### config.mk
export PLATFORM = sky130hd
export DESIGN_NAME = vga_line_loader
export DESIGN_NICKNAME = d
export VERILOG_FILES = /design/src/rtl/vga_line_loader_pkg.sv /design/src/rtl/vga_line_loader_rd_tracker.sv /design/src/rtl/vga_line_loader.sv
export SDC_FILE = /design/constraint.sdc
export NUM_CORES = 1
export LEC_CHECK = 0
export ABC_AREA = 1
export BUFFER_PORTS_ARGS = -buffer_cell sky130_fd_sc_hd__buf_2
export CORE_AREA = 2 2 104 76
export CTS_CLUSTER_SIZE = 24
export DETAILED_ROUTE_END_ITERATION = 8
export DIE_AREA = 0 0 106 78
export PLACE_DENSITY_LB_ADDON = 0.25
export SLEW_MARGIN = 20
export SYNTH_ARGS = -nofsm -noshare
export SYNTH_HDL_FRONTEND = slang
export SYNTH_SLANG_ARGS = --single-unit
### constraint.sdc
create_clock -name iCLK -period 4 [get_ports iCLK]
set_input_delay 0 -clock iCLK [delete_from_list [all_inputs] [get_ports iCLK]]
set_output_delay 0 -clock iCLK [all_outputs]
set_load 0.01 [all_outputs]
### src/rtl/vga_line_loader_pkg.sv
// vga_line_loader_pkg: shared display geometry, pixel width and loader state encoding
package vga_line_loader_pkg;
  localparam int H_ACTIVE_DEF = 1024;
  localparam int V_ACTIVE_DEF = 768;
  localparam int PIX_W = 24;
  typedef enum logic [1:0] {
    IDLE  = 2'd0,
    ISSUE = 2'd1,
    DRAIN = 2'd2,
    FLUSH = 2'd3
  } state_t;
endpackage

### src/rtl/vga_line_loader_rd_tracker.sv
// vga_rd_tracker: outstanding-read counter and read/FIFO credit check
module vga_rd_tracker #(
  parameter int MAX_OUTST  = 8,
  parameter int FIFO_DEPTH = 2048
) (
  input  logic        clk,
  input  logic        rst,
  input  logic        i_accept,
  input  logic        i_rvalid,
  input  logic [11:0] i_wusedw,
  input  logic        i_wreq,
  output logic        o_can_issue,
  output logic        o_idle
);
  localparam int OW = $clog2(MAX_OUTST + 1);
  logic [OW-1:0] r_outst;
  logic          w_rv;
  logic [12:0]   w_fill;
  assign o_idle = r_outst == '0;
  // a return with nothing outstanding was in flight across a reset and is ignored
  assign w_rv = i_rvalid && !o_idle;
  assign w_fill = 13'(i_wusedw) + 13'(r_outst) + 13'(i_wreq);
  assign o_can_issue = (int'(r_outst) < MAX_OUTST) && (int'(w_fill) < FIFO_DEPTH - 1);
  always_ff @(posedge clk) begin
    if (rst) r_outst <= '0;
    else r_outst <= r_outst + OW'(i_accept) - OW'(w_rv);
  end
endmodule

### src/rtl/vga_line_loader.sv
// vga_line_loader: fetches one framebuffer line per load request into the display line FIFO
// LOADER_TEST_PATTERN_EN: write a synthesized pixel pattern instead of reading memory
module vga_line_loader
  import vga_line_loader_pkg::*;
#(
  parameter int H_ACTIVE    = H_ACTIVE_DEF,
  parameter int V_ACTIVE    = V_ACTIVE_DEF,
  parameter int ADDR_W      = 25,
  parameter int FB_BASE     = 0,
  parameter int LINE_STRIDE = 1024,
  parameter int FIFO_DEPTH  = 2048,
  parameter int MAX_OUTST   = 8
) (
  input  logic              iCLK,
  input  logic              iRST,
  input  logic              iLOAD_REQ,
  input  logic [12:0]       iLOAD_VLINE,
  input  logic              iCLEAR,
  output logic              oMEM_RD,
  output logic [ADDR_W-1:0] oMEM_ADDR,
  input  logic              iMEM_WAIT,
  input  logic              iMEM_RVALID,
  input  logic [PIX_W-1:0]  iMEM_RDATA,
  output logic              oFIFO_WREQ,
  output logic [PIX_W-1:0]  oFIFO_WDATA,
  input  logic [11:0]       iFIFO_WUSEDW,
  output logic              oFIFO_ACLR,
  output logic              oBUSY,
  output logic              oERR
);
  localparam int PW = $clog2(H_ACTIVE + 1);
  state_t            r_state;
  logic              r_load_d, r_clr_d, r_pend, r_wreq, r_err;
  logic [12:0]       r_pend_vline;
  logic [ADDR_W-1:0] r_base;
  logic [PW-1:0]     r_pix;
  logic [PIX_W-1:0]  r_wdata;
  logic [1:0]        r_aclr;
  logic              w_load_edge, w_clr_edge, w_can, w_idle, w_issue, w_step, w_accept, w_wr;
  logic [PIX_W-1:0]  w_wdata;
  assign w_load_edge = iLOAD_REQ && !r_load_d;
  assign w_clr_edge = iCLEAR && !r_clr_d;
  assign w_issue = r_state == ISSUE && w_can && !w_clr_edge;
`ifdef LOADER_TEST_PATTERN_EN
  logic [7:0] r_vline;
  assign w_accept = 1'b0;
  assign w_step = w_issue;
  assign w_wr = w_issue;
  assign w_wdata = {r_pix[7:0], r_vline, r_pix[7:0] ^ r_vline};
  assign oMEM_RD = 1'b0;
`else
  assign w_accept = w_issue && !iMEM_WAIT;
  assign w_step = w_accept;
  assign w_wr = iMEM_RVALID && !w_idle && !w_clr_edge && (r_state == ISSUE || r_state == DRAIN);
  assign w_wdata = iMEM_RDATA;
  assign oMEM_RD = w_issue;
`endif
  assign oMEM_ADDR = r_base + ADDR_W'(r_pix);
  assign oFIFO_WREQ = r_wreq;
  assign oFIFO_WDATA = r_wdata;
  assign oFIFO_ACLR = |r_aclr;
  assign oBUSY = r_state != IDLE;
  assign oERR = r_err;
  vga_rd_tracker #(.MAX_OUTST(MAX_OUTST), .FIFO_DEPTH(FIFO_DEPTH)) u_trk (
    .clk(iCLK), .rst(iRST), .i_accept(w_accept), .i_rvalid(iMEM_RVALID),
    .i_wusedw(iFIFO_WUSEDW), .i_wreq(r_wreq), .o_can_issue(w_can), .o_idle(w_idle)
  );
  always_ff @(posedge iCLK) begin
    if (iRST) begin
      r_state <= IDLE;
      r_load_d <= 1'b0;
      r_clr_d <= 1'b0;
      r_pend <= 1'b0;
      r_pend_vline <= '0;
      r_base <= '0;
      r_pix <= '0;
      r_wreq <= 1'b0;
      r_wdata <= '0;
      r_aclr <= '0;
      r_err <= 1'b0;
    end else begin
      r_load_d <= iLOAD_REQ;
      r_clr_d <= iCLEAR;
      r_wreq <= w_wr;
      r_wdata <= w_wdata;
      r_aclr <= {r_aclr[0], w_clr_edge};
      case (r_state)
        IDLE: if (r_pend) begin
          r_pend <= 1'b0;
          r_base <= ADDR_W'(FB_BASE + int'(r_pend_vline) * LINE_STRIDE);
          r_pix <= '0;
`ifdef LOADER_TEST_PATTERN_EN
          r_vline <= r_pend_vline[7:0];
`endif
          r_state <= ISSUE;
        end
        ISSUE: if (w_step) begin
          r_pix <= r_pix + 1'b1;
          if (int'(r_pix) == H_ACTIVE - 1) r_state <= DRAIN;
        end
        DRAIN: if (w_idle && !r_wreq) r_state <= IDLE;
        default: if (w_idle) r_state <= IDLE;
      endcase
      if (w_clr_edge) begin
        r_state <= FLUSH;
        r_pend <= 1'b0;
        r_err <= 1'b0;
      end
      // a clear in the same cycle empties the slot first, so the load still lands
      if (w_load_edge && int'(iLOAD_VLINE) >= V_ACTIVE) r_err <= 1'b1;
      else if (w_load_edge) begin
        r_pend <= 1'b1;
        r_pend_vline <= iLOAD_VLINE;
        if (r_pend && r_state != IDLE && !w_clr_edge) r_err <= 1'b1;
      end
    end
  end
endmodule

Word level (Yosys, flattened, before mapping):

Cells that the tools add are included.

* bits in registers: 74
* bits of input ports: 55
* logic and storage cells: 79

* add/subtract/negate cells: 6
* order comparisons: 3
* equality and inequality tests: 9
* multiplexer cells: 18
* bitwise gates (word level): 1
* reductions and logical operators: 30

Operator list (number)
* 23-bit by 11-bit adder with 24-bit output: 1
* 11-bit two-way mux: 2
* 11-bit case mux with 2 select lines: 1
* 12-bit by 4-bit adder with 13-bit output: 1
* 13-bit by 1-bit adder with 13-bit output: 1
* 13-bit by 10-bit greater-or-equal comparator with 1-bit output, second input constant: 1
* 1-bit logical AND: 13
* 13-bit by 11-bit < comparator with 1-bit output, second input constant: 1
* 2-bit two-way mux: 6
* 11-bit by 1-bit adder with 11-bit output, second input constant: 1
* 11-bit equality test, second input constant: 1
* 3-bit by 2-bit inequality test with 1-bit output, second input constant: 3
* 1-bit two-way mux: 8
* 1-bit logical NOT: 6
* 2-bit case mux with 3 select lines: 1
* 5-bit AND reduction: 1
* 5-bit nonzero test: 1
* 4-bit by 1-bit adder with 4-bit output: 1
* 4-bit logical NOT: 1
* 4-bit < comparator, second input constant: 1
* 2-bit AND reduction: 2
* 2-bit nonzero test: 2
* 4-bit by 1-bit subtractor with 4-bit output: 1
* 3-bit inequality test, second input constant: 1
* 9 further kinds: 9

Depth between registers and ports, before layout:

Gate-level depths: netlist of the first run.

* depth in word-level cells: 10
* gate-level depth with buffers: 18

Modules after synthesis:

From an unflattened synthesis of the first run, not the netlist that was laid out.

* cells, all modules: 511
* area total of the unflattened synthesis: 3651.0 µm²

Modules (own cells, without submodules)
* vga_line_loader: times used 1, cells each 413, area each 3046.7 µm²
* vga_rd_tracker: times used 1, cells each 98, area each 604.3 µm²

Worst setup path after synthesis of the first run:

Ideal clock, no wire load.

* kind: register -> register
* start: register r_wreq (netlist: oFIFO_WREQ)
* end: register u_trk.r_outst[2]
* setup time: 136 ps
* data arrival time: 2831 ps
* path slack: 1033 ps
* cell stages (with the launch flop): 16
* buffers on the path: 0
* clock period less this slack: 2967 ps
* cell sequence: dfxtp_1 fa_1 fa_1 nand2_1 nand3_1 nand4_1 o21ai_0 nor2_2 nand3_2 ha_1 inv_1 ha_1 inv_1 fa_1 xor2_1 nor2_1

* word-level cells in the longest chain between the ends: 8

Ends and longest elaborated chain
* from (decl): line vga_line_loader.sv:33 `logic r_load_d, r_clr_d, r_pend, r_wreq, r_err;`
* from (signal assigned): line vga_line_loader.sv:84 `r_wreq <= w_wr;`
* 13-bit by 1-bit adder with 13-bit output: line vga_line_loader_rd_tracker.sv:22 `assign w_fill = 13'(i_wusedw) + 13'(r_outst) + 13'(i_wreq);`
* 13-bit by 11-bit < comparator with 1-bit output: line vga_line_loader_rd_tracker.sv:23 `assign o_can_issue = (int'(r_outst) < MAX_OUTST) && (int'(w_fill) < FIFO_DEPTH - 1);`
* 1-bit logical AND: line vga_line_loader_rd_tracker.sv:23
* 1-bit logical AND (2 in series): line vga_line_loader.sv:43 `assign w_issue = r_state == ISSUE && w_can && !w_clr_edge;`
* 1-bit logical AND: line vga_line_loader.sv:52 `assign w_accept = w_issue && !iMEM_WAIT;`
* 4-bit by 1-bit adder with 4-bit output: line vga_line_loader_rd_tracker.sv:26 `else r_outst <= r_outst + OW'(i_accept) - OW'(w_rv);`
* 4-bit by 1-bit subtractor with 4-bit output: line vga_line_loader_rd_tracker.sv:26
* to (signal assigned): line vga_line_loader_rd_tracker.sv:26
* to (decl): line vga_line_loader_rd_tracker.sv:16 `logic [OW-1:0] r_outst;`

Every way passes these cells.
A chain may end at the register's enable or synchronous reset.

Worst setup path in the final report of the first run:

* start: register r_wreq (netlist: oFIFO_WREQ)
* end: register u_trk.r_outst[3]

The elaborated chain is that of the path after synthesis.

==> results of run 1 <==
[metrics by stage]
stage          setup slack (ns)  cell area (sq um)  hold slack (ns)  cells
2_1_floorplan              1.03               3570            0.107    478
5_1_grt                   0.563               4650           0.0164    709
3_3_place_gp              0.912               4080            0.199    656
3_5_place_dp              0.805               4080            0.207    656
4_1_cts                   0.790               4650          0.00483    709
6_report                  0.772               4650           0.0127    709
[worst min-delay path, stage by stage]
cell and delay (ns):
buf_2 0.08, a2111o_1 0.10, a21oi_1 0.06, nor2_1 0.08
[path summary, 6_finish.rpt]
| check | startpoint | endpoint | depth (start not counted) |
|---|---|---|---|
| setup / recovery | oFIFO_WREQ | u_trk.r_outst[3] | 17 |
| hold / removal | iLOAD_VLINE[11] | oERR | 4 |
| setup reg to reg | oFIFO_WREQ | u_trk.r_outst[3] | 17 |
| hold reg to reg | r_aclr[0] | r_aclr[1] | 2 |
[where the power goes]
group | internal, W | total [W] | leakage, nW | switching [W]
registers | 0.000800 | 0.000854 | 0.607 | 0.0000538
logic | 0.000263 | 0.000675 | 1.57 | 0.000412
clock network | 0.000293 | 0.000584 | 0.100 | 0.000291
total | 0.00136 | 0.00211 | 2.28 | 0.000756
[routing by layer]
metal / global-route usage / up-vias / routed length (um) / share of wire
met5: 0 / - / 0 / 0
met4: 0.0526 / 0 / 108 / 0.013
met3: 0.0647 / 11 / 463 / 0.056
met2: 0.352 / 92 / 3870 / 0.46
met1: 0.265 / 1482 / 3880 / 0.47
li1: - / 1732 / - / -
[synth_stat cells]
library cell  number  area share
fa_1               3       0.017
nand3_1           24       0.034
xnor2_1            4      0.0098
inv_2              1      0.0010
inv_1             66       0.069
clkbuf_1          12       0.013
nand2_2            2      0.0035
conb_1             1      0.0010
ha_1              14       0.049
buf_8              1      0.0042
nor2_1            97        0.10
nand3_2            9       0.025
buf_2              2      0.0028
a31oi_1            1      0.0018
dfxtp_1           74        0.41
nor3_1             6      0.0084
nor4_1             1      0.0018
nand3b_1           1      0.0021
nand4_1            6       0.011
buf_4             11       0.023
a21oi_1           16       0.022
buf_1              1      0.0010
o21bai_1           1      0.0021
nor3b_2            1      0.0035
xor2_1            12       0.029
and2_1             1      0.0018
o21ai_0           27       0.038
nand2_4            1      0.0031
nand2_1           64       0.067
a211oi_1           2      0.0042
or2_2              3      0.0053
a2111o_1           1      0.0031
a21oi_2            7       0.017
or2_1              1      0.0018
nor2_2             3      0.0053
nor3b_1            1      0.0021
[what timing repair did]
item,4_1_cts,5_1_grt
endpoints found under the hold margin,37,0
buffers inserted,0,0
hold buffers,37,0
resized for setup,0,0
[logic make-up (layout without fill, tap and decap cells)]
family / after synthesis / after routing
AND/OR/NAND/NOR: 221 / 221
buffers and inverters: 94 / 227
flip-flops: 74 / 74
AO/OA/AOI/OAI: 55 / 55
adder cells (fa/ha/maj): 17 / 17
XOR/XNOR: 16 / 16
other: 1 / 1
[sequential cells by signal, summed over array words and instances, names as in the netlist]
register and flops:
u_trk.r_outst 4, r_state 2, r_base 13, r_pend 1
r_clr_d 1, r_pend_vline 13, r_load_d 1, r_aclr 2
oERR 1, oFIFO_WREQ 1, r_pix 11, oFIFO_WDATA 24
[final cells by class]
cell class,instances,area [sq um]
Multi-Input combinational cell,310,1690
Sequential cell,74,1480
Clock inverter,7,77.6
Inverter,67,251
Timing Repair Buffer,144,906
Fill cell,672,2540
Clock buffer,9,124
Tap cell,98,123
==> metrics.txt, run 1 <==
# TYPE chip_impl_metric gauge
chip_impl_info{name="outcome",value="finished, final reports clean"} 1
chip_impl_metric{name="grt_max_degree",unit=""} 44
chip_impl_metric{name="core_region_area",unit="sq mm"} 0.00719
chip_impl_metric{name="drc_errors",unit=""} 0
chip_impl_metric{name="timing.slew.headroom",unit=""} 0.434
chip_impl_info{name="root_buffer",value="clkbuf_8"} 1
chip_impl_metric{name="worst_path_clk_slew",unit="ns"} 0.08
chip_impl_metric{name="final_hold_vio_count",unit=""} 0
chip_impl_metric{name="syn_area_per_cell",unit="sq um"} 7.48
chip_impl_metric{name="p_leak",unit="nW"} 2.28
chip_impl_metric{name="antenna_cells_inserted",unit=""} 0
chip_impl_metric{name="max_stage_delay",unit="ns"} 0.48
chip_impl_info{name="cts_tree",value="done"} 1
chip_impl_metric{name="groute.usage.overall",unit=""} 0.210
chip_impl_info{name="unrepaired_setup_endpoints_after_global_routing",value="false"} 1
chip_impl_metric{name="synth_compound_area_frac",unit=""} 0.0886
chip_impl_metric{name="detailedRoute.firstIterationViolations",unit=""} 120
chip_impl_metric{name="design.portCount",unit=""} 109
chip_impl_info{name="most_common_cell_after_layout_fill_and_taps_aside",value="buf_2"} 1
chip_impl_metric{name="grt-ovfl-total",unit=""} 0
chip_impl_metric{name="chip_width",unit="um"} 106
chip_impl_metric{name="synth_net_count",unit=""} 550
chip_impl_metric{name="power.density",unit="mW/mm^2"} 454
chip_impl_metric{name="synthCells",unit=""} 478
chip_impl_metric{name="critical_path_arrival",unit="ns"} 3.50
chip_impl_metric{name="yosys_register_bits",unit=""} 74
chip_impl_metric{name="ir_worst_vdd",unit="uV"} 228
chip_impl_metric{name="total_power",unit="W"} 0.00211
chip_impl_metric{name="core.rowCount",unit=""} 26
chip_impl_metric{name="layout-area-overhead-vs-synth",unit="%"} 30.0
chip_impl_metric{name="yosysSeqAreaShare",unit=""} 0.414
chip_impl_info{name="cp_slowest_cell",value="fa_1"} 1
chip_impl_info{name="type_of_origin_of_the_critical_path",value="flip-flop"} 1
chip_impl_metric{name="clk-insertion-delay-late",unit="ns"} 0.34
chip_impl_metric{name="wire_length_of_the_first_global_routing_pass",unit="mm"} 14.0
chip_impl_info{name="holdCritPathClass",value="in -> reg"} 1
chip_impl_metric{name="final_core_util",unit=""} 0.647
chip_impl_metric{name="area_share_of_fa_ha_maj_cells_after_synthesis",unit=""} 0.0658
chip_impl_metric{name="worst_clock_skew",unit="ns"} 0.00738
chip_impl_metric{name="timing.reg2reg.setup_slack",unit="ns"} 0.77
chip_impl_metric{name="final_net_count",unit=""} 678
chip_impl_metric{name="numClockSinks",unit=""} 74
chip_impl_metric{name="worstPathRequired",unit="ns"} 4.27
chip_impl_info{name="crit_family",value="adder cells"} 1
chip_impl_metric{name="fraction_of_layout_instances_using_a_drive_strength_above_1",unit=""} 0.245
chip_impl_metric{name="worst_slew_pin_slew",unit="ns"} 0.849
chip_impl_metric{name="routed_wirelength",unit="mm"} 8.32
chip_impl_metric{name="dieArea",unit="sq mm"} 0.00827
chip_impl_metric{name="clock_tree.htree_level_count",unit=""} 3
chip_impl_metric{name="place_hpwl",unit="mm"} 5.86
chip_impl_info{name="largest_family_of_logic_cells_by_synthesized_area",value="simple AND/OR/NAND/NOR gates"} 1
chip_impl_metric{name="worst-path-buf-inv",unit=""} 1
chip_impl_info{name="layout_common_cells",value="107 x buf_2, 97 x nor2_1, 74 x dfxtp_1"} 1
chip_impl_metric{name="synthSimpleGateAreaFrac",unit=""} 0.277
chip_impl_metric{name="final-setup-viol-count",unit=""} 0
chip_impl_metric{name="numCtsBuffers",unit=""} 9
chip_impl_metric{name="number_of_warnings_reported_in_the_yosys_synthesis_log",unit=""} 0
chip_impl_metric{name="cts_max_path_buffers",unit=""} 2
chip_impl_metric{name="final.setup.tns",unit="ns"} 0
chip_impl_info{name="timing.critical_path.cells",value="fa_1, fa_1, nand2_1, nand3_1, nand3_1, nand2_1, nor2_1, nand3_1, nand3_2, ha_1, inv_1, ha_1, nand2_1, nor2_1, a211oi_1, o21ai_0, a21oi_1"} 1
chip_impl_metric{name="netlist_area",unit="sq mm"} 0.00357
chip_impl_metric{name="max-cap-violations",unit=""} 0
chip_impl_metric{name="io_buffers",unit=""} 107
chip_impl_metric{name="number_of_distinct_library_cell_variants_in_the_gate_level_netlist_after_synthesis",unit=""} 36
chip_impl_metric{name="final.period_utilization",unit=""} 0.807
chip_impl_metric{name="initial_core_util",unit=""} 0.497
chip_impl_metric{name="yosys-mux-area-fraction",unit=""} 0
chip_impl_metric{name="min_period",unit="ns"} 3.23
chip_impl_info{name="crit_path_end_kind",value="flip-flop"} 1
chip_impl_metric{name="drt-wirelength-per-cell",unit="um"} 11.7
chip_impl_metric{name="detail_route.first_pass.iterations",unit=""} 5
chip_impl_metric{name="vias_in_the_first_global_route",unit=""} 3071
chip_impl_metric{name="gp_congestion",unit=""} 0.879
chip_impl_metric{name="floorplan.die.height",unit="um"} 78
chip_impl_metric{name="xor_xnor_share_of_the_synthesized_area",unit=""} 0.0392
chip_impl_info{name="criticalPathCategory",value="reg -> reg"} 1
chip_impl_metric{name="clock.fmax",unit="GHz"} 0.310
chip_impl_metric{name="grt_antenna_before_repair",unit=""} 0
chip_impl_metric{name="crit_path_max_fanout",unit=""} 3
chip_impl_metric{name="slew_viol_final",unit=""} 0
chip_impl_metric{name="antenna_violating_nets_post_route",unit=""} 0
chip_impl_metric{name="via_count",unit=""} 3317
chip_impl_metric{name="number_of_vias_per_cell_after_detailed_routing",unit=""} 4.68
Note: power is estimated with default switching activity, not from simulation.
==> run 2, diff against run 1 <==
ABC_AREA = 0   (was 1)
CORE_AREA = 2 2 105 77   (was 2 2 104 76)
DIE_AREA = 0 0 107 79   (was 0 0 106 78)
clock period = 2.9 ns   (was 4 ns; I/O delays follow)
==> metrics.txt, run 2 <==
# TYPE chip_impl_metric gauge
chip_impl_info{name="yosysMostFrequentCell",value="dfxtp_1"} 1
chip_impl_metric{name="yosys-mux-area-fraction",unit=""} 0.0329
chip_impl_metric{name="final_hold_vio_count",unit=""} 0
chip_impl_metric{name="detail_route.first_pass.iterations",unit=""} 4
chip_impl_metric{name="post-route-worst-setup-slack",unit="ns"} -0.458
chip_impl_info{name="ys.flop_type",value="dfxtp_1"} 1
chip_impl_metric{name="numCtsBuffers",unit=""} 9
chip_impl_metric{name="vias_in_the_first_global_route",unit=""} 2901
chip_impl_metric{name="max-cap-violations",unit=""} 0
chip_impl_metric{name="gp_congestion",unit=""} 0.912
chip_impl_metric{name="worst_slew_pin_slew",unit="ns"} 0.685
chip_impl_metric{name="final_net_count",unit=""} 586
chip_impl_metric{name="placed_cells",unit=""} 565
chip_impl_metric{name="post_layout_nonfiller_instances",unit=""} 620
chip_impl_metric{name="via_count",unit=""} 3010
chip_impl_metric{name="groute.usage.overall",unit=""} 0.205
chip_impl_info{name="holdCritStartpoint",value="iRST"} 1
chip_impl_info{name="crit_path_end_kind",value="flip-flop"} 1
chip_impl_metric{name="use_met1",unit=""} 0.261
chip_impl_metric{name="final.period_utilization",unit=""} 1.16
chip_impl_metric{name="layout-area-overhead-vs-synth",unit="%"} 37.1
chip_impl_metric{name="area_share_of_fa_ha_maj_cells_after_synthesis",unit=""} 0.0703
chip_impl_metric{name="number_of_vias_per_cell_after_detailed_routing",unit=""} 4.85
chip_impl_metric{name="place_hpwl",unit="mm"} 5.54
chip_impl_metric{name="drt-wirelength-per-cell",unit="um"} 13.3
chip_impl_metric{name="fin_worst_hold_slack",unit="ns"} 0.0937
chip_impl_info{name="grt-busiest-layer",value="met2"} 1
chip_impl_metric{name="clock.fmax",unit="GHz"} 0.298
chip_impl_metric{name="placement.setup.worst_slack",unit="ns"} -0.472
chip_impl_info{name="synth_commonest_cells",value="74 x dfxtp_1, 45 x nand2_1, 35 x a21oi_1"} 1
chip_impl_metric{name="clock_tree.htree_level_count",unit=""} 3
chip_impl_metric{name="post_detailed_placement_cell_area",unit="sq mm"} 0.00396
chip_impl_metric{name="largest_reg_flops",unit=""} 24
chip_impl_metric{name="synthCells",unit=""} 372
chip_impl_metric{name="design.portCount",unit=""} 109
chip_impl_info{name="layout_common_cells",value="107 x buf_2, 73 x dfxtp_1, 44 x nand2_1"} 1
chip_impl_info{name="failed_checks",value="setup timing"} 1
chip_impl_info{name="unrepaired_setup_endpoints_after_global_routing",value="true"} 1
chip_impl_info{name="root_buffer",value="clkbuf_8"} 1
chip_impl_metric{name="grt_max_degree",unit=""} 40
chip_impl_metric{name="worstPathRequired",unit="ns"} 3.13
chip_impl_metric{name="slew_viol_final",unit=""} 0
chip_impl_metric{name="synth_async_sr_flop_share",unit=""} 0
chip_impl_info{name="critPathLaunch",value="oFIFO_WREQ"} 1
chip_impl_metric{name="synthSimpleGateAreaFrac",unit=""} 0.239
chip_impl_info{name="largest_family_of_logic_cells_by_synthesized_area",value="simple AND/OR/NAND/NOR gates"} 1
chip_impl_metric{name="p_leak",unit="nW"} 2.08
chip_impl_metric{name="core_region_area",unit="sq mm"} 0.00753
chip_impl_metric{name="wire_length_of_the_first_global_routing_pass",unit="mm"} 13.6
chip_impl_info{name="synth_top_area_cell",value="dfxtp_1"} 1
chip_impl_metric{name="routed_wirelength",unit="mm"} 8.23
chip_impl_metric{name="initial_core_util",unit=""} 0.444
chip_impl_metric{name="antenna_cells_inserted",unit=""} 0
chip_impl_metric{name="netlist_area",unit="sq mm"} 0.00334
chip_impl_metric{name="core.rowCount",unit=""} 27
chip_impl_metric{name="number_of_distinct_library_cell_variants_in_the_gate_level_netlist_after_synthesis",unit=""} 46
chip_impl_info{name="outcome",value="finished, violations left"} 1
chip_impl_info{name="critical_path.reg2reg.startpoint",value="oFIFO_WREQ"} 1
chip_impl_metric{name="antenna_violating_nets_post_route",unit=""} 0
chip_impl_metric{name="io_buffers",unit=""} 107
chip_impl_metric{name="min_period",unit="ns"} 3.36
chip_impl_metric{name="numClockSinks",unit=""} 74
chip_impl_metric{name="worst_path_clk_slew",unit="ns"} 0.08
chip_impl_metric{name="floorplan.die.height",unit="um"} 79
chip_impl_info{name="most_common_cell_after_layout_fill_and_taps_aside",value="buf_2"} 1
chip_impl_metric{name="number_of_warnings_reported_in_the_yosys_synthesis_log",unit=""} 0
chip_impl_metric{name="worst_clock_skew",unit="ns"} 0.0158
chip_impl_metric{name="grt-ovfl-total",unit=""} 0
chip_impl_metric{name="xor_xnor_share_of_the_synthesized_area",unit=""} 0.0393
chip_impl_metric{name="ir_worst_vdd",unit="uV"} 313
chip_impl_metric{name="syn_area_per_cell",unit="sq um"} 8.99
chip_impl_metric{name="power.density",unit="mW/mm^2"} 562
chip_impl_metric{name="dieArea",unit="sq mm"} 0.00845
chip_impl_metric{name="timing.slew.headroom",unit=""} 0.537
chip_impl_metric{name="yosys_register_bits",unit=""} 74
chip_impl_metric{name="number_of_enable_flip_flop_cells_after_synthesis",unit=""} 0
chip_impl_metric{name="synth_compound_area_frac",unit=""} 0.113
chip_impl_metric{name="portion_of_synthesized_cell_area_occupied_by_the_leading_cell_type",unit=""} 0.443
chip_impl_metric{name="synth_net_count",unit=""} 444
chip_impl_metric{name="fin_area",unit="sq mm"} 0.00459
chip_impl_metric{name="clk-insertion-delay-late",unit="ns"} 0.36
chip_impl_metric{name="drc_errors",unit=""} 0
chip_impl_metric{name="critical_path_arrival",unit="ns"} 3.59
chip_impl_metric{name="grt_antenna_before_repair",unit=""} 0
chip_impl_info{name="cts_tree",value="done"} 1
chip_impl_metric{name="yosysSeqAreaShare",unit=""} 0.443
chip_impl_metric{name="gr-usage-met2",unit=""} 0.321
chip_impl_metric{name="detailedRoute.firstIterationViolations",unit=""} 124
chip_impl_info{name="synth_top_cells_by_area",value="dfxtp_1 44%, nor2b_1 5.8%, a21oi_1 5.2%"} 1
chip_impl_metric{name="fraction_of_layout_instances_using_a_drive_strength_above_1",unit=""} 0.304
chip_impl_metric{name="grtUsageMet3",unit=""} 0.0764
chip_impl_metric{name="cts_max_path_buffers",unit=""} 2
chip_impl_metric{name="chip_width",unit="um"} 107
chip_impl_info{name="holdCritPathClass",value="in -> reg"} 1
chip_impl_metric{name="final-setup-viol-count",unit=""} 10
chip_impl_info{name="criticalPathCategory",value="reg -> reg"} 1
chip_impl_metric{name="crit_path_max_fanout",unit=""} 2
chip_impl_info{name="type_of_origin_of_the_critical_path",value="flip-flop"} 1
-- run 2: routing by layer --
metal  vias up  routed length, um
met2       113               3680
met4         0                159
met5         -                  0
met1      1344               3720
li1       1535                  -
met3        18                676
-- run 2: cell families after synthesis --
group / count (synthesis)
other: 1
XOR/XNOR: 15
multiplexers: 11
adder cells (fa/ha/maj): 17
AO/OA/AOI/OAI: 62
AND/OR/NAND/NOR: 153
flip-flops: 74
buffers and inverters: 39
-- run 2: path summary, 6_finish.rpt --
kind	end	slack (ns)	depth (start not counted)
worst max-delay path	u_trk.r_outst[1]	-0.46	14
worst min-delay path	r_pend_vline[4]	0.09	2
worst max register to register	u_trk.r_outst[1]	-0.46	14
worst min register to register	r_base[10]	0.46	2
-- run 2: final cells by class --
cell class | instances | area, sq um
fillers | 641 | 2950
multi-input cells | 259 | 1730
flip-flops and latches | 74 | 1490
repair buffers | 155 | 1000
clock buffers | 10 | 138
well taps | 101 | 126
inverters | 15 | 58.8
clock inverters | 6 | 48.8
-- run 2: where the power goes --
group	switching, W	internal [W]	total, W
clock	0.000413	0.000341	0.000754
sequential	0.0000328	0.00107	0.00110
combinational	0.000361	0.000358	0.000718
-- run 2: critical path: stages, from the launching register on --
cell and delay (ns):
dfxtp_4 0.35, fa_2 0.38, fa_2 0.38, xnor2_1 0.15
nor4_2 0.26, o211ai_1 0.15, o32a_1 0.39, and2_4 0.18
inv_4 0.05, ha_4 0.19, inv_2 0.06, ha_4 0.13
inv_2 0.03, fa_2 0.51, nor2_1 0.04
-- run 2: repair_timing --
action | 4_1_cts | 5_1_grt
gates resized for setup | 4 | 6
pin swaps | 2 | 4
endpoints found under the hold margin | 36 | 0
hold buffers | 36 | 0
buffers inserted | 1 | 2
endpoints found under the setup margin | 13 | 13
-- run 2: through the flow --
| step | utilization | setup TNS (ns) | total power, W |
|---|---|---|---|
| floorplan | - | -1.15 | 0.00155 |
| global placement | 0.526 | -0.925 | 0.00172 |
| detailed placement | 0.526 | -1.67 | 0.00175 |
| CTS | 0.603 | -1.16 | 0.00258 |
| global route | 0.609 | -3.14 | 0.00273 |
| finish | 0.609 | -1.68 | 0.00258 |
